[src/rtl/piso_feeder.sv]
// Parallel-in/serial-out feeder: WIDTH-bit words in over valid/ready, one bit per clock on dout.
// Latency: a word accepted at edge k drives its first bit after edge k and its last after edge k+WIDTH-1.
// Backpressure: load_ready = !buf_full (registered); one word may wait in the holding buffer while another shifts.
module piso_feeder #(
    parameter int   WIDTH      = 8,
    parameter bit   MSB_FIRST  = 1'b1,
    parameter logic IDLE_LEVEL = 1'b0
) (
    input  logic             clk,
    input  logic             rst_n,
    input  logic [WIDTH-1:0] load_data,
    input  logic             load_valid,
    output logic             load_ready,
    output logic             dout,
    output logic             dout_valid,
    output logic             frame_done,
    output logic             busy
);

    localparam int            CW   = (WIDTH > 2) ? $clog2(WIDTH) : 1;
    localparam logic [CW-1:0] LAST = CW'(WIDTH - 1);

    localparam logic [0:0] ST_IDLE  = 1'b0;
    localparam logic [0:0] ST_SHIFT = 1'b1;

    logic [0:0]       state,    state_n;
    logic [WIDTH-1:0] sreg,     sreg_n;
    logic [CW-1:0]    cnt,      cnt_n;
    logic [WIDTH-1:0] buf_dat,  buf_dat_n;
    logic             buf_full, buf_full_n;
    logic             dout_n;
    logic             dout_valid_n;
    logic             frame_done_n;
    logic             accept;

    // The output end of the shift register depends on bit order.
    function automatic logic head_bit(input logic [WIDTH-1:0] w);
        return MSB_FIRST ? w[WIDTH-1] : w[0];
    endfunction

    function automatic logic [WIDTH-1:0] shift_one(input logic [WIDTH-1:0] w);
        return MSB_FIRST ? {w[WIDTH-2:0], 1'b0} : {1'b0, w[WIDTH-1:1]};
    endfunction

    assign load_ready = !buf_full;
    assign accept     = load_valid && load_ready;
    assign busy       = (state == ST_SHIFT);

    always_comb begin
        state_n    = state;
        sreg_n     = sreg;
        cnt_n      = cnt;
        buf_dat_n  = buf_dat;
        buf_full_n = buf_full;
        case (state)
            ST_IDLE: begin
                if (accept) begin
                    sreg_n  = load_data;
                    cnt_n   = '0;
                    state_n = ST_SHIFT;
                end
            end
            ST_SHIFT: begin
                if (cnt != LAST) begin
                    sreg_n = shift_one(sreg);
                    cnt_n  = cnt + CW'(1);
                    if (accept) begin
                        buf_dat_n  = load_data;
                        buf_full_n = 1'b1;
                    end
                end else if (buf_full) begin
                    sreg_n     = buf_dat;
                    buf_full_n = 1'b0;
                    cnt_n      = '0;
                end else if (accept) begin
                    // Direct load on the last-bit edge keeps the stream gapless.
                    sreg_n = load_data;
                    cnt_n  = '0;
                end else begin
                    cnt_n   = '0;
                    state_n = ST_IDLE;
                end
            end
            default: begin
                state_n    = ST_IDLE;
                cnt_n      = '0;
                buf_full_n = 1'b0;
            end
        endcase

        dout_n       = (state_n == ST_SHIFT) ? head_bit(sreg_n) : IDLE_LEVEL;
        dout_valid_n = (state_n == ST_SHIFT);
        frame_done_n = (state_n == ST_SHIFT) && (cnt_n == LAST);
    end

    always_ff @(posedge clk or negedge rst_n) begin
        if (!rst_n) begin
            state      <= ST_IDLE;
            sreg       <= '0;
            cnt        <= '0;
            buf_dat    <= '0;
            buf_full   <= 1'b0;
            dout       <= IDLE_LEVEL;
            dout_valid <= 1'b0;
            frame_done <= 1'b0;
        end else begin
            state      <= state_n;
            sreg       <= sreg_n;
            cnt        <= cnt_n;
            buf_dat    <= buf_dat_n;
            buf_full   <= buf_full_n;
            dout       <= dout_n;
            dout_valid <= dout_valid_n;
            frame_done <= frame_done_n;
        end
    end

endmodule

[config.mk]
export PLATFORM = sky130hd
export DESIGN_NAME = piso_feeder
export DESIGN_NICKNAME = d
export VERILOG_FILES = /design/src/rtl/piso_feeder.sv
export SDC_FILE = /design/constraint.sdc
export NUM_CORES = 1
export LEC_CHECK = 0
export ABC_AREA = 0
export CAP_MARGIN = 20
export CORE_MARGIN = 10
export CORE_UTILIZATION = 55
export CTS_CLUSTER_DIAMETER = 200
export DETAILED_ROUTE_END_ITERATION = 8
export GPL_TIMING_DRIVEN = 0
export PLACE_DENSITY = 0.8
export SLEW_MARGIN = 25
export SYNTH_ARGS = -nofsm -noshare
export SYNTH_HDL_FRONTEND = slang
export SYNTH_SLANG_ARGS = --single-unit
[constraint.sdc]
create_clock -name clk -period 5.1 [get_ports clk]
set_input_delay 1.02 -clock clk [delete_from_list [all_inputs] [get_ports clk]]
set_output_delay 1.02 -clock clk [all_outputs]
set_load 0.03 [all_outputs]
## After elaboration in Yosys (flattened, before gate mapping)

Index checks and enable logic that the tools add are counted.

- Register bits: 23
- Latch bits: 0
- RAM bits: 0
- ROM bits: 0
- Word-level logic and storage cells: 31
- Memories: 0

- $add $sub $neg: 1
- $mul: 0
- Divide/modulo/power cells: 0
- $lt $le $gt $ge: 0
- Eq/ne operators: 3
- Shift operators: 0
- Mux-type cells: 14
- Bitwise logic cells: 1
- Reduce and logical (&&, ||, !) cells: 5

Operators with widths:

| kind | count |
|---|---|
| 2-to-1 mux 8 bit | 3 |
| case mux 8 bit (2 select lines) | 1 |
| 2-to-1 mux 1 bit | 6 |
| 2-to-1 mux 3 bit | 2 |
| case mux 3 bit (2 select lines) | 1 |
| adder 3 x 1 -> 3 bit, second input constant | 1 |
| == test 3 bit, second input constant | 1 |
| != test 3 bit, second input constant | 1 |
| AND reduction 3 bit | 1 |
| logical AND 1 bit | 2 |
| != test 2 bit, second input constant | 1 |
| case mux 1 bit (2 select lines) | 1 |
| AND reduction 2 bit | 1 |
| zero test 1 bit | 1 |
| inverter 1 bit | 1 |

## Depth between registers and ports, before layout

Gate-level depths: netlist (run 1).

- Depth after elaboration: 7
- Depth in mapped cells: 6
- Gate-level depth less buffers: 5

## Least setup slack after synthesis (run 1)

No wires, ideal clock.

- Path type: in2reg
- From: input port load_valid
- To: register buf_dat[0]
- Data arrival time: 1.790 ns
- Required time: 4.972 ns
- Setup slack: 3.183 ns
- Cell stages on the path: 5
- Path buffers: 2
- Cell sequence: buf_6 nand2b_4 buf_12 nor2_8 mux2_1

- Longest elaborated chain between the ends: 2

RTL lines:

| item | RTL line | text |
|---|---|---|
| start, declared | 12 | `input logic load_valid,` |
| logical AND 1 bit | 46 | `assign accept = load_valid && load_ready;` |
| AND reduction 3 bit (no line) | n/a |  |
| end signal, assigned | 110 | `buf_dat <= buf_dat_n;` |
| end, declared | 29 | `logic [WIDTH-1:0] buf_dat, buf_dat_n;` |

No other way between the ends.
A chain may end at the register's enable or synchronous reset.

## Final worst setup path (run 1)

- From: register buf_full
- To: output port load_ready

- Longest elaborated chain between the ends: 1

RTL lines:

| item | RTL line | text |
|---|---|---|
| start, declared | 30 | `logic buf_full, buf_full_n;` |
| start signal, assigned | 111 | `buf_full <= buf_full_n;` |
| zero test 1 bit | 45 | `assign load_ready = !buf_full;` |
| end, declared | 13 | `output logic load_ready,` |

No other way between the ends.

==> metrics.cfg, run 1 <==
[outcome]
status = finished clean

[drt]
wl_per_cell_um = 16.4
avgViaCountPerCell = 5.85
vias = 813
postRouteAntennaNets = 0
drt_iter0_drc = 33
drc = 0
first_pass_iters = 4
routed_wl_um = 2270

[worst_setup_path]
startpoint = buf_full
cp-start-kind = flip-flop
critPathRequiredTime_ps = 4080
crit_cells = 2
path_cells = inv_1 > clkdlybuf4s50_1
r2r-end = buf_dat[1]
critPathMaxFanout = 7
critPathTopFamily = buffers and inverters
r2r_start = cnt[0]
slowest_stage = clkdlybuf4s50_1
reg2reg_depth = 6
crit_buf_inv = 2
critical_path.max_stage_delay_ps = 680
crit_path_end_kind = output port
r2r_slack_ps = 3150
crit_type = reg2out
crit_path_end = load_ready
arrival_ps = 1570

[global_route]
antenna_found_initial = 0
grt_pass1_wl_um = 3930
first_global_vias = 871
grt_usage = 0.114
gr-total-overflow = 0
grt_max_degree = 23

[sta]
skew_ps = 5.70
finalSetupViolations = 0
final_max_slew_viol_count = 0
timing.fmax_mhz = 385
period_minus_slack_ps = 2590
maxSlewHeadroom = 0.683
tightest_slew_ps = 475
hold_viol = 0
fin_crit_sh = 0.509
fin_tns_setup_ps = 0
grt_setup_unrepaired = false

[power]
ir_worst_vdd_mv = 0.340
design_power_total_uw = 784
leakage_uw = 0.000651
p_per_area_mw_per_mm2 = 569

[synth]
synth_area_leaders = dfrtp_1 47%, mux2i_1 10%, mux2_1 7.7%, a221oi_2 5.1%, buf_12 3.4%
synth_seq_cells = 22
yosysTopAreaCellShare = 0.470
yosysWarnings = 0
yosys.area.top_type = dfrtp_1
ys_seq_area_frac = 0.470
synth_cell_type_count = 28
synth_cells = 94
synth_fp_nets = 107
syn_area_mm2 = 0.00117
avgSynthCellArea_um2 = 12.5

[clocking]
postCtsSetupRepairBufs = 0
clk_pin_slew_ps = 120
cts_tree = built
cts_resized = 0
cts.sinks = 22
ctsRootBufferMaster = clkbuf_4
clock_latency_ps = 300
htreeDepth = 1
cts-hold-fix-buffers = 0
cts_max_path_buffers = 2
cts_buffers = 3

[floorplanning]
core_area_mm2 = 0.00200
rows = 16
chipHeight_um = 66.2
die_w_um = 66.2
die_area_mm2 = 0.00438
initial_utilization = 0.586
ios = 16

[min_path]
worst_hold_path.num_cells = 1
hp-class = reg2reg

[placed_design]
io_buffers = 14
hpwl_um = 1640
gp_congestion = 0.723

[run]
maxCapViolCount = 0

[layout]
nets = 126
num_antenna_cells = 0
syn2layout_area_growth_pct = 17.5
post_route_cells_drive_above_1_share = 0.196

## worst min-delay path by stage
stage	from	end	slack, ps
2_1_floorplan	buf_dat[7]	buf_dat[7]	450
3_3_place_gp	buf_dat[0]	buf_dat[0]	460
3_5_place_dp	buf_dat[0]	buf_dat[0]	470
6_report	buf_dat[0]	buf_dat[0]	500
4_1_cts	buf_dat[0]	buf_dat[0]	500
5_1_grt	buf_dat[5]	buf_dat[5]	540
## cells in the mapped netlist, drive strengths merged
cell type and n:
and2b 1, a221oi 6, nand2b 2, mux2 8, o21ai 5, mux2i 12, a211oi 2, o22a 1
ha 2, buf 7, o22ai 6, nand2 5, inv 3, nor2b 1, nand3 2, nand3b 1
or2 1, nor2 2, a21oi 3, nor3 2, dfrtp 22
## area by class of cell
class / instances / area (µm²)
fillers: 144 / 624
flip-flops and latches: 22 / 551
multi-input cells: 62 / 528
repair buffers: 14 / 135
plain buffers: 7 / 82.6
clock buffers: 4 / 36.3
well taps: 27 / 33.8
inverters: 3 / 11.3
## through the flow
step	instance area [µm²]	std cells	hold slack, ps	setup WS, ps	util
floorplan	1170	94	448	3180	-
global placement	1350	135	462	2870	0.673
detailed placement	1350	135	474	2860	0.673
CTS	1380	139	502	2500	0.691
global route	1380	139	539	2430	0.688
finish	1380	139	496	2510	0.688
## per-layer routing
metal  share of wire  routed length [µm]  GRT usage  up-vias
met5               0                   0          0        -
met4          0.0075                  17     0.0550        0
met3           0.074                 169     0.0305        2
met2            0.48                1100      0.177       26
met1            0.43                 985      0.141      394
li1                -                   -          -      391
## kinds of logic (layout without fill, tap and decap cells)
group,count (synthesis),after routing,share of synthesized area
AO/OA/AOI/OAI,23,23,0.154
adder cells (fa/ha/maj),2,2,0.0213
buffers and inverters,10,28,0.0800
flip-flops,22,22,0.470
multiplexers,20,20,0.179
AND/OR/NAND/NOR,17,17,0.0961
## registers in the layout, summed over array words and instances, names as in the netlist
signal / count
buf_dat: 8
cnt: 3
frame_done: 1
buf_full: 1
sreg: 7
busy: 1
dout: 1
## power by group
group          switching (µW)  internal, µW  total (µW)
registers                54.5           259         313
logic                     190           187         377
clock network            50.0          43.5        93.6
total                     295           489         784
## layout by cell type, fill, tap and decap left out, types with 2 or more instances in the layout
| cell type | count |
|---|---|
| a211oi_1 | 2 |
| a21oi_1 | 3 |
| a221oi_1 | 2 |
| a221oi_2 | 4 |
| buf_12 | 2 |
| buf_2 | 2 |
| buf_4 | 2 |
| buf_6 | 2 |
| clkbuf_4 | 3 |
| clkdlybuf4s50_1 | 13 |
| dfrtp_1 | 22 |
| ha_1 | 2 |
| inv_1 | 2 |
| mux2_1 | 8 |
| mux2i_1 | 12 |
| nand2_1 | 5 |
| nand3_1 | 2 |
| nor3_1 | 2 |
| o21ai_0 | 5 |
| o22ai_1 | 6 |
## worst reg2reg max path: cells and delay by family (launching register included)
kind                       cells  cell delay, ps
buffers and inverters          1             190
muxes                          1             350
adders and majority gates      2             470
and+or+nand+nor                2             380
DFF                            1             440
Note: power is estimated with default switching activity, not from simulation.
==> inputs of run 2 (changes only) <==
--- a/config.mk
+++ b/config.mk
@@ -8,11 +8,11 @@
 export ABC_AREA = 0
 export CAP_MARGIN = 20
 export CORE_MARGIN = 10
-export CORE_UTILIZATION = 55
+export CORE_UTILIZATION = 53
 export CTS_CLUSTER_DIAMETER = 200
 export DETAILED_ROUTE_END_ITERATION = 8
 export GPL_TIMING_DRIVEN = 0
-export PLACE_DENSITY = 0.8
+export PLACE_DENSITY = 0.77
 export SLEW_MARGIN = 25
 export SYNTH_ARGS = -nofsm -noshare
 export SYNTH_HDL_FRONTEND = slang
==> constraint.sdc (replaced) <==
create_clock -name clk -period 2.7 [get_ports clk]
set_input_delay 0.54 -clock clk [delete_from_list [all_inputs] [get_ports clk]]
set_output_delay 0.54 -clock clk [all_outputs]
set_load 0.03 [all_outputs]
==> run 2 against run 1 <==
  * Flip-flop and latch count did not move
  * Cell count unchanged
  * Utilization shrank 0.68 points
  * Die area grew 2.6%
  * First-iteration DRC count decreased by 9.1%
  * Clock power increased by 91%
  * Register-to-register slack lost 2400 ps
  * Power rose by 90%
==> metrics.cfg, run 2 (synthesized netlist as in run 1, its figures left out) <==
[floorplanning]
ios = 16  ; unchanged
die_area_mm2 = 0.00449  ; +2.6%
initial_utilization = 0.580  ; -0.00580
rows = 16  ; unchanged
die_w_um = 67.0  ; +1.3%
chipHeight_um = 67.0  ; +1.3%
core_area_mm2 = 0.00202  ; +1.0%

[sta]
fin_crit_sh = 0.777
grt_setup_unrepaired = false
maxSlewHeadroom = 0.679  ; -0.00393
skew_ps = 10.0  ; +4.35 ps
final_max_slew_viol_count = 0  ; unchanged
tightest_slew_ps = 481  ; +5.90 ps
setup_ws_ps = 603  ; -1900 ps
hold_viol = 0  ; unchanged
timing.fmax_mhz = 477
finalSetupViolations = 0  ; unchanged
period_minus_slack_ps = 2100
fin_tns_setup_ps = 0  ; unchanged

[layout]
top_regs = buf_dat (8), sreg (7), cnt (3)
num_antenna_cells = 0  ; unchanged
largest_register_ffs = 8  ; unchanged
post_route_cells_drive_above_1_share = 0.196  ; unchanged
stdcell_count = 139  ; unchanged
fillers = 157  ; +9.0%
top_register = buf_dat
mostFrequentLayoutCell = dfrtp_1
nets = 126  ; unchanged
syn2layout_area_growth_pct = 17.5  ; unchanged
layout_common_cells = 22 x dfrtp_1, 13 x clkdlybuf4s50_1, 12 x mux2i_1

[global_route]
grt_max_degree = 23  ; unchanged
grt_usage = 0.115  ; +0.00143
first_global_vias = 839  ; -3.7%
grt_pass1_wl_um = 4050  ; +3.0%
gr-total-overflow = 0  ; unchanged
antenna_found_initial = 0  ; unchanged

[clocking]
clock_latency_ps = 310  ; about the same
htreeDepth = 1  ; unchanged
cts-hold-fix-buffers = 0  ; unchanged
postCtsSetupRepairBufs = 0  ; unchanged
cts_tree = built
cts_resized = 0  ; unchanged
cts_buffers = 3  ; unchanged
cts.sinks = 22  ; unchanged
cts_max_path_buffers = 2  ; unchanged
ctsRootBufferMaster = clkbuf_4
clk_pin_slew_ps = 120  ; about the same

[drt]
first_pass_iters = 4  ; unchanged
postRouteAntennaNets = 0  ; unchanged
wl_per_cell_um = 17.0  ; +4.0%
drt_iter0_drc = 30  ; -9.1%
drc = 0  ; unchanged
avgViaCountPerCell = 5.90  ; +0.86%
routed_wl_um = 2360  ; +4.0%
vias = 820  ; +0.86%

[worst_setup_path]
arrival_ps = 1560  ; about the same
crit_type = reg2out
critPathRequiredTime_ps = 2160  ; -1920 ps
crit_path_end_kind = output port
r2r_start = cnt[0]
r2r-end = buf_dat[5]
reg2reg_depth = 6  ; unchanged
cp-start-kind = flip-flop
r2r_slack_ps = 750  ; -2400 ps
critPathMaxFanout = 7  ; unchanged

[power]
ir_worst_vdd_mv = 0.636  ; +87%
leakage_uw = 0.000651  ; unchanged
p_per_area_mw_per_mm2 = 1080  ; +90%

[placed_design]
gp_congestion = 0.749  ; +3.5%
io_buffers = 14  ; unchanged
placed_cells = 135  ; unchanged
hpwl_um = 1690  ; +2.8%
pre_cts_ws_ps = 802  ; -2060 ps

[outcome]
status = finished clean

[min_path]
hp-class = in2async

[run]
maxCapViolCount = 0  ; unchanged

-- run 2: cell type report --
class	instances	area [µm²]	share of cell area
Buffer	7	82.6	0.0599
Clock buffer	4	36.3	0.0263
Inverter	3	11.3	0.00817
Multi-Input combinational cell	62	528	0.383
Sequential cell	22	551	0.400
Tap cell	27	33.8	0.0245
Timing Repair Buffer	14	135	0.0981
-- run 2: through the flow --
stage          instance area (µm²)  power (µW)  hold WS (ps)   util
4_1_cts                       1380        1500           498  0.684
5_1_grt                       1380        1590           194  0.681
3_3_place_gp                  1350        1280           461  0.666
6_report                      1380        1490           165  0.681
3_5_place_dp                  1350        1320           470  0.666
2_1_floorplan                 1170        1120           244      -
-- run 2: routing by layer --
metal | track usage | share of wire | vias up
met5 | 0 | 0 | -
met4 | 0.0538 | 0.018 | 0
met3 | 0.0268 | 0.047 | 4
met2 | 0.188 | 0.48 | 14
met1 | 0.138 | 0.45 | 414
li1 | - | - | 388
-- run 2: critical path: stages, from the launching register on --
cell	delay, ps
dfrtp_1	470
inv_1	120
clkdlybuf4s50_1	670
-- run 2: worst max path at each step --
stage	from	to	cells after the start
floorplan	cnt[0]	buf_dat[0]	6
global placement	cnt[0]	buf_dat[3]	6
detailed placement	cnt[0]	buf_dat[5]	6
CTS	buf_full	load_ready	2
global route	buf_full	load_ready	2
finish	buf_full	load_ready	2
-- run 2: where the power goes --
group          switching, µW  leakage (µW)  total, µW  internal (µW)
Sequential               102      0.000260        590            489
Clock                   97.2     0.0000210        179           82.3
Combinational            364      0.000369        718            354
Total                    562      0.000651       1490            925
==> inputs of run 3 (changes only) <==
==> constraint.sdc (replaced) <==
create_clock -name clk -period 2.1 [get_ports clk]
set_input_delay 0.42 -clock clk [delete_from_list [all_inputs] [get_ports clk]]
set_output_delay 0.42 -clock clk [all_outputs]
set_load 0.03 [all_outputs]
==> results of run 3 <==
Same layout as run 2 (identical final DEF). Status: finished clean.
Among the figures that moved: setup slack after placement 802 ps -> 202 ps; setup slack after layout 603 ps -> 123 ps; hold slack 165 ps -> 45.5 ps; register-to-register setup slack 750 ps -> 150 ps; total power 1490 µW -> 1910 µW; worst IR drop on VDD 0.636 mV -> 0.818 mV
